===== config.mk =====
export PLATFORM = sky130hd
export DESIGN_NAME = output_pool_compare
export DESIGN_NICKNAME = d
export VERILOG_FILES = /design/src/rtl/output_pool_compare.sv
export SDC_FILE = /design/constraint.sdc
export NUM_CORES = 1
export LEC_CHECK = 0
export BUFFER_PORTS_ARGS = -buffer_cell sky130_fd_sc_hd__buf_4
export CORE_AREA = 2 2 160 162
export CTS_BUF_LIST = sky130_fd_sc_hd__clkbuf_2
export CTS_CLUSTER_SIZE = 16
export DETAILED_ROUTE_END_ITERATION = 8
export DIE_AREA = 0 0 162 164
export SYNTH_ARGS = -nofsm -noshare
export SYNTH_HDL_FRONTEND = slang
export SYNTH_SLANG_ARGS = --single-unit

===== constraint.sdc =====
create_clock -name CLK -period 8 [get_ports CLK]
set_input_delay 1.6 -clock CLK [delete_from_list [all_inputs] [get_ports CLK]]
set_output_delay 1.6 -clock CLK [all_outputs]
set_load 0.02 [all_outputs]

===== src/rtl/output_pool_compare.sv =====
// Lane-parallel max-pool: ping-pong window banks, optional ReLU,
// 2-entry output queue drained by valid/ready.
module output_pool_compare #(
  parameter int DATA_W = 8,
  parameter int LANES  = 6
) (
  input  logic                    CLK,
  input  logic                    RSTL,
  input  logic                    O_COMPARE_EN,
  input  logic                    O_COMPARE_MODE,
  input  logic                    O_COMPARE_REGEN,
  input  logic                    O_COMPARE_SWITCH,
  input  logic                    RELU_EN,
  input  logic [LANES*DATA_W-1:0] DIN,
  input  logic                    DOUT_READY,
  output logic [LANES*DATA_W-1:0] DOUT,
  output logic                    DOUT_VALID,
  output logic                    POOL_BUSY,
  output logic                    OVERFLOW
);

  localparam int W = LANES * DATA_W;

  logic [W-1:0] bank [2];
  logic [3:0]   cnt  [2];
  logic [W-1:0] q    [2];
  logic         head;
  logic         tail;
  logic [1:0]   occ;
  logic         ovf;

  logic         s;
  logic [W-1:0] cur;
  logic [3:0]   c;
  logic [W-1:0] m;
  logic [W-1:0] pv;
  logic [3:0]   ncnt;
  logic         load;
  logic         do_push;
  logic         pop;
  logic         accept;

  assign s = O_COMPARE_SWITCH;

  // m is the bank value after this cycle's update, so a
  // same-cycle REGEN includes the current DIN.
  always_comb begin
    cur     = bank[s];
    c       = cnt[s];
    m       = cur;
    pv      = '0;
    ncnt    = c;
    load    = O_COMPARE_EN && (!O_COMPARE_MODE || c == 4'd0);
    for (int i = 0; i < LANES; i++) begin
      if (load) begin
        m[i*DATA_W +: DATA_W] = DIN[i*DATA_W +: DATA_W];
      end else if (O_COMPARE_EN &&
          $signed(DIN[i*DATA_W +: DATA_W]) >
          $signed(cur[i*DATA_W +: DATA_W])) begin
        m[i*DATA_W +: DATA_W] = DIN[i*DATA_W +: DATA_W];
      end
    end
    for (int i = 0; i < LANES; i++) begin
      if (RELU_EN && m[i*DATA_W + DATA_W - 1])
        pv[i*DATA_W +: DATA_W] = '0;
      else
        pv[i*DATA_W +: DATA_W] = m[i*DATA_W +: DATA_W];
    end
    if (load)
      ncnt = 4'd1;
    else if (O_COMPARE_EN && c != 4'd15)
      ncnt = c + 4'd1;
    do_push = O_COMPARE_REGEN && (c != 4'd0 || O_COMPARE_EN);
    if (do_push)
      ncnt = 4'd0;
    pop    = (occ != 2'd0) && DOUT_READY;
    accept = do_push && (occ != 2'd2 || pop);
  end

  always_ff @(posedge CLK) begin
    if (RSTL) begin
      for (int b = 0; b < 2; b++) begin
        bank[b] <= '0;
        cnt[b]  <= '0;
        q[b]    <= '0;
      end
      head <= 1'b0;
      tail <= 1'b0;
      occ  <= 2'd0;
      ovf  <= 1'b0;
    end else begin
      if (O_COMPARE_EN)
        bank[s] <= m;
      cnt[s] <= ncnt;
      if (accept) begin
        q[tail] <= pv;
        tail    <= ~tail;
      end
      if (pop)
        head <= ~head;
      if (accept && !pop)
        occ <= occ + 2'd1;
      else if (!accept && pop)
        occ <= occ - 2'd1;
      if (do_push && !accept)
        ovf <= 1'b1;
    end
  end

  assign DOUT       = q[head];
  assign DOUT_VALID = (occ != 2'd0);
  assign POOL_BUSY  = (cnt[0] != 4'd0) || (cnt[1] != 4'd0) ||
                      (occ != 2'd0);
  assign OVERFLOW   = ovf;

endmodule


# ---- Word-level counts from Yosys, hierarchy flattened
# Memory sizes are Yosys's and may differ from the RTL's. A register that Yosys moved wholly into a read port is not among the register bits.
# Index checks and enable logic that the tools add are counted.
dict set report totals {
  mem_bits_ro 0
  mem_count 3
  register_bits 5
  word_cells 100
  latchBits 0
  out_inout_bits 51
  mem_bits_rw 200
  input_bits 56
}
dict set report classes {
  n_bitwise 2
  mul 0
  n_div 0
  shifts 0
  order_cmp 6
  eq_ne 2
  n_reduce_logical 37
  add_sub_neg 3
  muxes 43
}
# memory words width rd rd_ports_with_merged_regs wr line_no
set memory_table {}
lappend memory_table {bank 2 48 1 0 2 24} ;# logic [W-1:0] bank [2];
lappend memory_table {q 2 48 1 1 2 26} ;# logic [W-1:0] q [2];
lappend memory_table {cnt 2 4 3 0 2 25} ;# logic [3:0] cnt [2];
# op n
set ops {}
lappend ops {{8-bit two-way mux} 18}
lappend ops {{48-bit two-way mux} 2}
lappend ops {{48-bit OR reduction} 2}
lappend ops {{8-bit > comparator} 6}
lappend ops {{1-bit logical AND} 20}
lappend ops {{1-bit two-way mux} 17}
lappend ops {{4-bit two-way mux} 4}
lappend ops {{4-bit nonzero test} 3}
lappend ops {{1-bit logical OR} 5}
lappend ops {{4-bit by 1-bit adder with 4-bit output (second input constant)} 1}
lappend ops {{4-bit zero test} 1}
lappend ops {{2-bit two-way mux} 2}
lappend ops {{4-bit != test (second input constant)} 1}
lappend ops {{2-bit nonzero test} 2}
lappend ops {{4-bit OR reduction} 1}
lappend ops {{1-bit zero test} 3}
lappend ops {{2-bit by 1-bit adder with 2-bit output (second input constant)} 1}
lappend ops {{2-bit != test (second input constant)} 1}
lappend ops {{1-bit NOT} 2}
lappend ops {{2-bit by 1-bit subtractor with 2-bit output (second input constant)} 1}

# ---- Logic depth before layout (Yosys ltp)
# An unclocked memory read counts as a cell.
dict set report logic_depth {
  word_depth 10
  ltp_mapped 13
  depth_no_buf 11
}

# ---- Worst setup path after synthesis
# OpenSTA, ideal clock, no wires.
dict set report synth_path {
  path_type {input-to-reg}
  start {in O_COMPARE_SWITCH}
  end {mem q[0][0] (netlist name), enable pin}
  path_slack_ns 2.269
  n_path_buf 2
  setup_ns 0.464
  path_stages 9
  t_arrival_ns 5.267
  t_required_ns 7.536
  cell_sequence {buf_6 -> buf_2 -> mux2_2 -> inv_1 -> ha_1 -> nor4b_4 -> a31oi_4 -> o211ai_1 -> o21bai_1}
}
# element line_no
set synth_lines {}
lappend synth_lines {{start, declared} 12} ;# input logic O_COMPARE_SWITCH,
lappend synth_lines {{end, declared} 26}

==> run summary <==
final setup TNS - 0 ns
die area - 26600 um^2
cell taking the most area after synthesis - edfxtp_1
Final Hold Viols - 0
endpoints failing setup - 0
Die H - 164 um
# hold bufs at CTS - 0
Initial DRT Pass Iterations - 5
Final nets - 1151
GPL Wtd Cong - 0.833
skew final - 0.0354 ns
status - complete, no violations
Setup crit end kind - flip-flop
CTS tree - done
clock-pin slew on the worst setup and hold paths - 0.09 ns
crit-path max FO - 56
vias in the first global route - 7590
Fillers - 2286
CTS resizes - 0
Crit Path Class - in2reg
first-pass GRT wire length - 39.9 mm
relative slew slack - 30.8%
Slew @ Worst Pin - 1.04 ns
Leakage - 5.27 nW
GR Overflow Total - 0
Max-Cap Viols - 0
syn_area_per_cell - 12.1 um^2
startpoint types - primary input
DRC errors left - 0
WHS - 0.501 ns
number of synthesized flops with an enable pin - 200
maximum clock path buffer count - 3
WL/cell - 18.0 um
GR Util All Layers - 19.2%
total wire length - 25.3 mm
top-level I/O count - 107
die width - 162 um
most common flop cell mapped by yosys - edfxtp_1
clock network power share - 24.3%
Clock Tree Root - clkbuf_2
synth unique cells - 56
Hold Crit Class - reg2reg
RSZ-0062 raised after global routing - no
CTS Buf Count - 54
top cells by area, synth - edfxtp_1, mux2_2, mux2i_1, ha_1, nor2_1
CP required - 8.51 ns
Int Power - 1.93 mW
Worst Path Arrival - 5.43 ns
Final Total Pwr - 2.87 mW
Post-Synthesis Cells - 916
Async SR Flop Fraction - 0%
detailed placement HPWL - 15.9 mm
sequential area share after synthesis - 55.4%
fmax - 0.204 GHz
Clock Latency Late Sink - 0.81 ns
#FFs+latches synth - 206
Synth top cells by count - edfxtp_1, nor2_1, mux2_2, mux2i_1, nand2_1
switch share - 33.0%
Core Footprint - 24800 um^2
layout cells sized above 1 - 30.0%
top cell type's share of synthesized area - 54.3%
Sw Pwr - 0.947 mW
Slew Viols, Final - 0
Yosys warnings - 0
setup bufs post-CTS - 0
Peak supply drop - 0.206 mV
PD cells - 227 nW/um^2
H-tree Lvls - 2
Mapped Area - 11100 um^2
area grow syn2layout - 14.2%
syn_nets - 1023
Comb pwr share - 29.5%
initial core utilization - 44.6%
Clock Sinks - 206
initial antenna violation count - 1
Sequential Power Share - 46.2%
I/O Buffers - 106
largest net degree at the start of global routing - 57
final period utilization - 61.4%
mean number of vias per cell - 5.31
most common cell in the synthesized netlist - edfxtp_1
Cell Rows - 58
Iter 0 DRT Violations - 336
fin crit period - 4.91 ns
DR vias - 7475
Antenna Nets Post-Route - 0
==> power groups by stage <==
stage | clock network [mW] | logic (mW) | registers, mW
final | 0.697 | 0.848 | 1.33
after global routing | 0.768 | 0.918 | 1.34
after CTS | 0.722 | 0.862 | 1.33
after detailed placement | 0 | 0.858 | 1.35
after global placement | 0 | 0.855 | 1.35
after floorplan | 0 | 0.563 | 1.35
==> stage by stage <==
stage / std cells / utilization, % / instance area, um^2 / setup WS (ns)
floorplan: 916 / - / 11100 / 2.27
global placement: 1318 / 49.1 / 12200 / 2.31
detailed placement: 1318 / 49.1 / 12200 / 2.25
CTS: 1408 / 50.9 / 12600 / 3.09
global route: 1409 / 50.9 / 12600 / 2.91
finish: 1409 / 50.9 / 12600 / 3.09
==> worst max-delay path, stage by stage <==
cell and delay (ns):
buf_4 0.74, mux2_2 0.46, inv_1 0.06, ha_1 0.21, nor4b_4 0.27, a31oi_4 0.08
o211ai_1 0.68, nor3b_2 0.09, buf_4 0.24, or2_2 0.60, buf_4 0.36
==> layer usage <==
metal | global-route usage [%] | up-vias | share of wire (%)
met5 | 0 | - | 0
met1 | 25.2 | 3606 | 44
met2 | 32.5 | 189 | 49
li1 | - | 3624 | -
met3 | 3.41 | 56 | 4.9
met4 | 6.48 | 0 | 1.9
==> state kept, by name, indices dropped and copies added (netlist names), named ones only <==
| signal | cells |
|---|---|
| OVERFLOW | 1 |
| bank | 96 |
| cnt | 8 |
| head | 1 |
| occ | 2 |
| q | 96 |
| tail | 1 |
==> cell families after synthesis <==
group	count (synthesis)	synth area share (%)
buffers and inverters	101	3.77
muxes	155	15.1
and+or+nand+nor	300	12.6
AOI/OAI and AO/OA	97	6.87
adders and majority gates	51	5.77
DFF	206	55.4
xor gates and xnor gates	6	0.475
==> layout by cell type (no fill, tap or decap), drive strengths merged, types with 4 or more instances in the layout <==
cell type	n
a21o	8
nand2b	5
xor2	4
clkinv	4
mux2	85
or2	5
and2	28
nand4	7
nor2b	9
a211oi	24
dfxtp	6
nor2	127
ha	51
o211ai	4
nor3	36
buf	117
clkbuf	86
mux2i	70
o21ai	8
nand2	61
a21oi	17
edfxtp	200
inv	56
a31oi	6
o22ai	13
nand3	13
==> worst paths after layout <==
check | start | end | slack (ns) | depth (start not counted)
setup / recovery | O_COMPARE_SWITCH | q[1][22]$_SDFFCE_PN0P_ | 3.09 | 11
hold / removal | occ[1]$_SDFFE_PP0P_ | occ[1]$_SDFFE_PP0P_ | 0.50 | 2
setup reg to reg | cnt[0][1]$_SDFFCE_PN0P_ | q[1][22]$_SDFFCE_PN0P_ | 4.40 | 10
hold reg to reg | occ[1]$_SDFFE_PP0P_ | occ[1]$_SDFFE_PP0P_ | 0.50 | 2
==> cell type report <==
type                            instances  area (um^2)  share of cell area [%]
Antenna cell                            1         2.50                  0.0198
Inverter                               56          210                    1.66
Tap cell                              330          413                    3.27
Timing Repair Buffer                  117          878                    6.95
Sequential cell                       206         6130                    48.5
Multi-Input combinational cell        609         4550                    36.1
Clock inverter                          4         17.5                   0.139
Clock buffer                           86          430                    3.41
No activity file was read; power rests on OpenSTA's default activity.
